File: src/rtl/morse_symbol_sequencer.sv
`default_nettype none
// ============================================================================
//  Module      : morse_symbol_sequencer
//  Description : Times debounced key presses and idle gaps, classifies each
//                press as a dot or a dash, assembles up to five symbols into
//                a left-aligned character code and emits character-complete
//                and word-gap events for the downstream decoder.
//  Revision    : 1.0 - initial release
// ============================================================================
module morse_symbol_sequencer #(
   parameter int unsigned DASH_TICKS    = 30_000_000,
   parameter int unsigned ILLEGAL_TICKS = 100_000_000,
   parameter int unsigned CHAR_TICKS    = 175_000_000,
   parameter int unsigned WORD_TICKS    = 250_000_000,
   parameter int unsigned CNT_W         = 28
) (
   input  logic       clk,
   input  logic       rst,
   input  logic       btn_i,
   output logic       sym_valid_o,
   output logic       sym_o,
   output logic       char_valid_o,
   output logic [4:0] char_code_o,
   output logic [2:0] char_len_o,
   output logic       char_err_o,
   output logic       word_o,
   output logic       busy_o
);

   // Thresholds expressed at counter width so every compare is width-matched.
   localparam logic [CNT_W-1:0] CNT_ONE      = CNT_W'(1);
   localparam logic [CNT_W-1:0] DASH_CNT     = CNT_W'(DASH_TICKS);
   localparam logic [CNT_W-1:0] ILLEGAL_LAST = CNT_W'(ILLEGAL_TICKS - 1);
   localparam logic [CNT_W-1:0] CHAR_CNT     = CNT_W'(CHAR_TICKS);
   localparam logic [CNT_W-1:0] CHAR_LAST    = CNT_W'(CHAR_TICKS - 1);
   localparam logic [CNT_W-1:0] WORD_LAST    = CNT_W'(WORD_TICKS - 1);
   localparam logic [2:0]       MAX_LEN      = 3'd5;

   typedef enum logic [2:0] {
      ST_IDLE  = 3'd0,
      ST_PRESS = 3'd1,
      ST_LONG  = 3'd2,
      ST_GAP   = 3'd3,
      ST_CGAP  = 3'd4
   } state_t;

   state_t           state;
   logic [CNT_W-1:0] cnt;
   logic [4:0]       sym_buf;
   logic [2:0]       sym_len;
   logic             sym_err;
   logic             is_dash;

   // Press length at the release sample decides dot versus dash.
   assign is_dash = (cnt >= DASH_CNT);

   // Main sequencer: duration counting, symbol assembly and event pulses.
   always_ff @(posedge clk or posedge rst) begin
      if (rst) begin
         state        <= ST_IDLE;
         cnt          <= '0;
         sym_buf      <= '0;
         sym_len      <= '0;
         sym_err      <= 1'b0;
         sym_valid_o  <= 1'b0;
         sym_o        <= 1'b0;
         char_valid_o <= 1'b0;
         char_code_o  <= '0;
         char_len_o   <= '0;
         char_err_o   <= 1'b0;
         word_o       <= 1'b0;
         busy_o       <= 1'b0;
      end else begin
         sym_valid_o  <= 1'b0;
         char_valid_o <= 1'b0;
         word_o       <= 1'b0;
         case (state)
            ST_IDLE: begin
               cnt <= '0;
               if (btn_i) begin
                  state  <= ST_PRESS;
                  cnt    <= CNT_ONE;
                  busy_o <= 1'b1;
               end
            end
            ST_PRESS: begin
               if (btn_i) begin
                  if (cnt == ILLEGAL_LAST) begin
                     // Press is too long to be a symbol; poison the character.
                     sym_err <= 1'b1;
                     state   <= ST_LONG;
                     cnt     <= '0;
                  end else begin
                     cnt <= cnt + CNT_ONE;
                  end
               end else begin
                  if (sym_len < MAX_LEN) begin
                     sym_buf[3'd4 - sym_len] <= is_dash;
                     sym_len                 <= sym_len + 3'd1;
                     sym_valid_o             <= 1'b1;
                     sym_o                   <= is_dash;
                  end else begin
                     // Sixth symbol: buffer is full, flag overflow only.
                     sym_err <= 1'b1;
                  end
                  state <= ST_GAP;
                  cnt   <= CNT_ONE;
               end
            end
            ST_LONG: begin
               if (!btn_i) begin
                  state <= ST_GAP;
                  cnt   <= CNT_ONE;
               end
            end
            ST_GAP: begin
               if (btn_i) begin
                  state <= ST_PRESS;
                  cnt   <= CNT_ONE;
               end else if (cnt == CHAR_LAST) begin
                  char_valid_o <= 1'b1;
                  char_code_o  <= sym_buf;
                  char_len_o   <= sym_len;
                  char_err_o   <= sym_err;
                  sym_buf      <= '0;
                  sym_len      <= '0;
                  sym_err      <= 1'b0;
                  state        <= ST_CGAP;
                  cnt          <= CHAR_CNT;
               end else begin
                  cnt <= cnt + CNT_ONE;
               end
            end
            ST_CGAP: begin
               if (btn_i) begin
                  state <= ST_PRESS;
                  cnt   <= CNT_ONE;
               end else if (cnt == WORD_LAST) begin
                  word_o <= 1'b1;
                  state  <= ST_IDLE;
                  cnt    <= '0;
                  busy_o <= 1'b0;
               end else begin
                  cnt <= cnt + CNT_ONE;
               end
            end
            default: begin
               state  <= ST_IDLE;
               cnt    <= '0;
               busy_o <= 1'b0;
            end
         endcase
      end
   end

endmodule
`default_nettype wire

File: config.mk
export PLATFORM = sky130hd
export DESIGN_NAME = morse_symbol_sequencer
export DESIGN_NICKNAME = d
export VERILOG_FILES = /design/src/rtl/morse_symbol_sequencer.sv
export SDC_FILE = /design/constraint.sdc
export NUM_CORES = 1
export LEC_CHECK = 0
export ABC_AREA = 1
export BUFFER_PORTS_ARGS = -buffer_cell sky130_fd_sc_hd__clkbuf_2
export CELL_PAD_IN_SITES_DETAIL_PLACEMENT = 1
export CELL_PAD_IN_SITES_GLOBAL_PLACEMENT = 1
export CORE_ASPECT_RATIO = 1.4
export CORE_MARGIN = 2
export CORE_UTILIZATION = 41
export CTS_CLUSTER_SIZE = 25
export DETAILED_ROUTE_END_ITERATION = 6
export HOLD_SLACK_MARGIN = 0.12
export PLACE_DENSITY = 0.82
export SLEW_MARGIN = 10
export SYNTH_ARGS = -nofsm -noshare
export SYNTH_HDL_FRONTEND = slang
export SYNTH_SLANG_ARGS = --single-unit
export TNS_END_PERCENT = 20
File: constraint.sdc
create_clock -name clk -period 2 [get_ports clk]
set_clock_uncertainty 0.1 [all_clocks]
set_input_delay 0.6 -clock clk [delete_from_list [all_inputs] [get_ports clk]]
set_output_delay 0.6 -clock clk [all_outputs]
set_load 0.02 [all_outputs]
# ---- Word-level counts from Yosys, hierarchy flattened
# Cells that the tools add are included.
dict set report totals {
  register_bits 54
  in_bits 3
  out_inout_bits 14
  wordCells 101
}
dict set report op_classes {
  n_addsub 3
  n_lt_le_gt_ge 4
  eq_ne 19
  n_mux 50
  n_bitwise 2
  reduce_logical 10
}
# cell count
set op_table {}
lappend op_table {{28-bit 2-to-1 mux} 7}
lappend op_table {{28-bit one-hot mux with 5 select lines} 1}
lappend op_table {{28-bit equality test, second input constant} 2}
lappend op_table {{3-bit 2-to-1 mux} 12}
lappend op_table {{28-bit by 1-bit adder with 28-bit output, second input constant} 1}
lappend op_table {{28-bit by 27-bit equality test with 1-bit output, second input constant} 1}
lappend op_table {{28-bit by 25-bit >= comparator with 1-bit output, second input constant} 1}
lappend op_table {{5-bit 2-to-1 mux} 4}
lappend op_table {{1-bit 2-to-1 mux} 19}
lappend op_table {{2-bit != test, second input constant} 8}
lappend op_table {{3-bit one-hot mux with 5 select lines} 1}
lappend op_table {{5-bit AND reduction} 3}
lappend op_table {{3-bit != test, second input constant} 4}
lappend op_table {{5-bit one-hot mux with 2 select lines} 1}
lappend op_table {{3-bit by 2-bit equality test with 1-bit output, second input constant} 2}
lappend op_table {{3-bit one-hot mux with 2 select lines} 1}
lappend op_table {{3-bit AND reduction} 2}
lappend op_table {{5-bit bitwise mux} 1}
lappend op_table {{3-bit by 4-bit less-than comparator with 1-bit output, second input constant} 1}
lappend op_table {{4-bit AND reduction} 1}
lappend op_table {{3-bit by 1-bit adder with 3-bit output, second input constant} 1}
lappend op_table {{1-bit demux with 3-bit select} 1}
lappend op_table {{3-bit by 1-bit equality test with 1-bit output, second input constant} 1}
lappend op_table {{3-bit equality test, second input constant} 1}
lappend op_table {{10 further kinds} 11}

# ---- Logic depth before layout (Yosys ltp)
dict set report logic_depth {
  word_depth 9
  ltp_mapped 12
  ltp_nobuf 12
}

# ---- Least setup slack after synthesis
# No wires, ideal clock.
dict set report synth_timing {
  kind {reg-to-reg}
  startpoint {register cnt[0]}
  endpoint {register cnt[9]}
  setup_time_ps 129
  arrival_ps 1544
  required_ps 1771
  path_slack_ps 227
  path_stages_with_launch 12
  synth_period_minus_slack_ps 1773
  path_cell_list {dfrtp_1 > ha_1 > nand2_2 > nor2_4 > nand2_4 > nor2_2 > nand2_1 > nand2_2 > nand3_4 > buf_6 > nand3_1 > o21ai_1}
}
dict set report synth_between {
  elab_chain_len 4
  elab_cells_between_ends 11
  cone_classes {1 x add/sub; 3 x eq/ne; 7 x mux}
}
# item line_no
set synth_lines {}
lappend synth_lines {{start, declared} 48} ;# logic [CNT_W-1:0] cnt;
lappend synth_lines {{start signal, assigned} 94} ;# cnt <= cnt + CNT_ONE;
lappend synth_lines {{start signal, assigned} 131} ;# cnt <= cnt + CNT_ONE;
lappend synth_lines {{start signal, assigned} 144} ;# cnt <= cnt + CNT_ONE;
lappend synth_lines {{28-bit by 1-bit adder with 28-bit output (tied with other cells)} {94, 131, 144}}
lappend synth_lines {{28-bit 2-to-1 mux, on equally long branches} {138, 120, 88}}
lappend synth_lines {{28-bit 2-to-1 mux, on equally long branches} {135, 117, 87}}
lappend synth_lines {{28-bit one-hot mux with 5 select lines (*)} 77} ;# case (state)
# Every way passes the cells marked *; elsewhere a longest branch is shown, timed or not.
# A chain may end at the register's enable or synchronous reset.

# ---- Worst setup path in the final report
dict set report layout_timing {
  startpoint {register cnt[1]}
  endpoint {register state[2]}
}
dict set report layout_between {
  elab_chain_len 3
  elab_cells_between_ends 7
  cone_classes {6 x eq/ne; 1 x reduce/logical}
}
# item line_no
set layout_lines {}
lappend layout_lines {{28-bit equality test (tied with other cells)} 138} ;# end else if (cnt == WORD_LAST) begin
lappend layout_lines {{3-bit != test (no source line)} n/a}
lappend layout_lines {{5-bit AND reduction (no source line) (*)} n/a}
lappend layout_lines {{end signal, assigned} 136} ;# state <= ST_PRESS;
lappend layout_lines {{end signal, assigned} 140} ;# state <= ST_IDLE;
lappend layout_lines {{end signal, assigned} 148} ;# state <= ST_IDLE;
lappend layout_lines {{end, declared} 47} ;# state_t state;
# Marks and branches as above.

==> impl_results.md <==
* Complex-gate fraction of the synthesized area at 7.29%
* Mapped cell area at 0.00348 sq mm
* Clock Path Buffers at 2
* Ys async rst share at 100%
* DRC Markers at 0
* Placer Congestion at 0.923
* Post-Synth XOR/XNOR Area at 3.02%
* Grt total ovfl at 0
* CP Capture Point: state[2]$_DFFE_PP0P_
* Drt first pass iters at 4
* PwrDens at 917 mW/mm^2
* Rows at 39
* Largest net degree at the start of global routing at 33
* Final worst path period share at 103%
* Hold Buf Count CTS at 0
* Distinct cell type count of the synthesized netlist at 36
* Final Setup Violations at 6
* Worst hold path class: input pin to async pin
* Max VDD drop at 0.491 mV
* DP HPWL at 8340 um
* Clk_lat worst skew at 0.31 ns
* Post-Synth Adder-Cell Area at 1.44%
* Worst Setup SP: cnt[1]$_DFFE_PP0N_
* IO Count at 17
* Ys Warns at 0
* Via count at 3640
* Die area at 0.00926 sq mm
* Clock transition at the registers of the reported paths at 0.07 ns
* Placement Setup Slack at -0.0484 ns
* CTS tree: yes
* Mapped Cells at 497
* Vias per Instance at 5.57
* Largest family of logic cells by synthesized area: simple AND/OR/NAND/NOR gates
* Fillers at 1032
* Most frequent cell after synthesis: nand2_1
* Nets at 558
* Critical Path End Type: register
* Ratio of cells with drive above 1 in the final layout at 20.7%
* Final hold violations at 0
* Unrepaired setup endpoints after global routing: yes
* Register bit total from synthesis at 54
* Post-synth EDFFs at 0
* Worst Max-Slew Pin Slew at 0.485 ns
* H-tree levels at 2
* Clk root buf: clkbuf_16
* Max-slew violations at 0
* Num CTS Buffers at 5
* Post-synth top cells: nand2_1, inv_1, nor2_1
* R2R cell count at 10
* Post-synthesis mux area share at 2.59%
* Seq. cell area at 0.00135 sq mm
* Static Leak at 0.00224 uW
* CP Launch Type: register
* Reg-to-reg endpoint: state[2]$_DFFE_PP0P_
* First-pass GRT wire length at 17800 um
* Core Util, Final at 52.5%
* Highest Clock Rate at 485 MHz
* DRT iter0 DRCs at 185
* CP Class: register to register
* Crit path max fanout at 8
* Area contributors post-synth: dfrtp_1, nand2_1, inv_1
* Width of the die at 81.9 um
* Vias in the first global route at 3721
* Status: finished, violations left
* Violated checks: negative setup slack
* Top cell type's share of synthesized area at 38.8%
* Synthesized net count at 504
* R2r setup slk at -0.06 ns
* Worst r2r src: cnt[1]$_DFFE_PP0N_
* CP arrival at 2.18 ns
* Routed wire per std cell at 18.6 um
* Post-route setup slack at -0.0610 ns
* Synth area leader: dfrtp_1
* Initial Util at 42.5%
* Die Height at 113 um
* Core area at 0.00820 sq mm
* CP required at 2.12 ns
* Final ANT Viol Nets at 0
* Max Cap Viol at 0
* Tmin final at 2.06 ns
* Slew margin rel. at 67.4%
* Clock tree sinks at 54
* Routed WL at 12200 um
* Initial antenna violation count at 0
* Synth Area per Inst at 7.01 sq um
* Seq/Total Area, Yosys at 38.8%
* Number of buffers added on ports at 16
* Commonest register cell after synthesis: dfrtp_1
* Simple logic cell fraction of the synthesized area at 37.7%
* Area of the multi-input gates at 0.00198 sq mm
* Area Overhead vs Synth at 23.5%
* GRT Overall Usage at 24.9%
* Ant diodes at 0
-- power by group --
group	internal (uW)	switching (uW)
combinational	526	1050
sequential	1200	154
clock	588	430
-- placed cells by master (no fill, tap or decap), types with 8 or more instances in the layout --
| cell | netlist | layout |
|---|---|---|
| nand4_1 | 11 | 11 |
| nor3_1 | 8 | 8 |
| dfrtp_1 | 54 | 54 |
| nand2_1 | 145 | 136 |
| o21ai_0 | 24 | 19 |
| clkbuf_2 | 0 | 16 |
| xor2_1 | 12 | 12 |
| inv_1 | 67 | 65 |
| nor2_1 | 57 | 51 |
| nor2_2 | 7 | 8 |
| buf_4 | 1 | 34 |
| nand3_1 | 45 | 39 |
| mux2i_1 | 9 | 9 |
| o21ai_1 | 13 | 17 |
| nand2_2 | 2 | 8 |
-- registers in the layout (all words and copies together), names as in the netlist --
name,flops
busy_o,1
sym_buf,5
char_valid_o,1
sym_len,3
char_code_o,5
state,3
word_o,1
cnt,28
sym_o,1
char_err_o,1
char_len_o,3
sym_err,1
sym_valid_o,1
-- worst max-delay path, cell delays in order, from the launching register on --
cell,delay (ns)
dfrtp_1,0.42
ha_4,0.19
nand2_4,0.06
nor2_4,0.18
nand3_2,0.14
nor2_2,0.15
nand2_2,0.09
nand2_4,0.16
nand3_4,0.18
buf_4,0.19
o21ai_2,0.12
-- final cells by class --
cell class | count | area share (%)
flip-flops and latches | 54 | 31.4
repair buffers | 53 | 9.19
well taps | 102 | 2.97
clock buffers | 5 | 2.91
clock inverters | 3 | 0.931
multi-input cells | 365 | 46.1
inverters | 72 | 6.43
-- how the worst min path moves through the flow --
stage,startpoint,endpoint,slack [ns]
floorplan,sym_buf[4]$_DFFE_PP0P_,sym_buf[4]$_DFFE_PP0P_,0.35
global placement,sym_o$_DFFE_PP0P_,sym_o$_DFFE_PP0P_,0.36
detailed placement,char_code_o[2]$_DFFE_PP0P_,char_code_o[2]$_DFFE_PP0P_,0.37
CTS,rst,state[1]$_DFFE_PP0P_,0.14
global route,rst,cnt[0]$_DFFE_PP0N_,0.16
finish,rst,state[1]$_DFFE_PP0P_,0.14
-- metal layers --
| layer | GRT usage [%] | part of all wire (%) | vias to the layer above |
|---|---|---|---|
| li1 | - | - | 1681 |
| met1 | 27.1 | 38 | 1809 |
| met2 | 46.9 | 54 | 103 |
| met3 | 2.87 | 3.7 | 47 |
| met4 | 10.1 | 4.2 | 0 |
| met5 | 0 | 0 | - |
-- what timing repair did --
item / CTS / global route
cloned: 0 / 1
setup endpoints to repair: 17 / 40
pin swaps: 1 / 16
gates resized for setup: 4 / 40
setup buffers: 0 / 5
-- logic make-up (layout without fill, tap and decap cells) --
kind of cell / count (synthesis) / count (layout)
simple gates: 291 / 292
buf+inv: 79 / 133
flops: 54 / 54
compound gates: 48 / 48
xor+xnor: 12 / 12
mux: 9 / 9
fa+ha+maj: 4 / 4
-- per-stage QoR --
stage	area, sq um	cells	total power (uW)	hold WS, ns	TNS [ns]
final	4300	654	3940	0.136	-0.0841
after global routing	4300	654	4160	0.156	-2.69
after CTS	4100	648	3770	0.136	-0.0646
after detailed placement	3930	640	2720	0.375	-0.227
after global placement	3930	640	2650	0.365	0
after floorplan	3490	497	2270	0.348	0
Power figures use the tool's default switching activity.
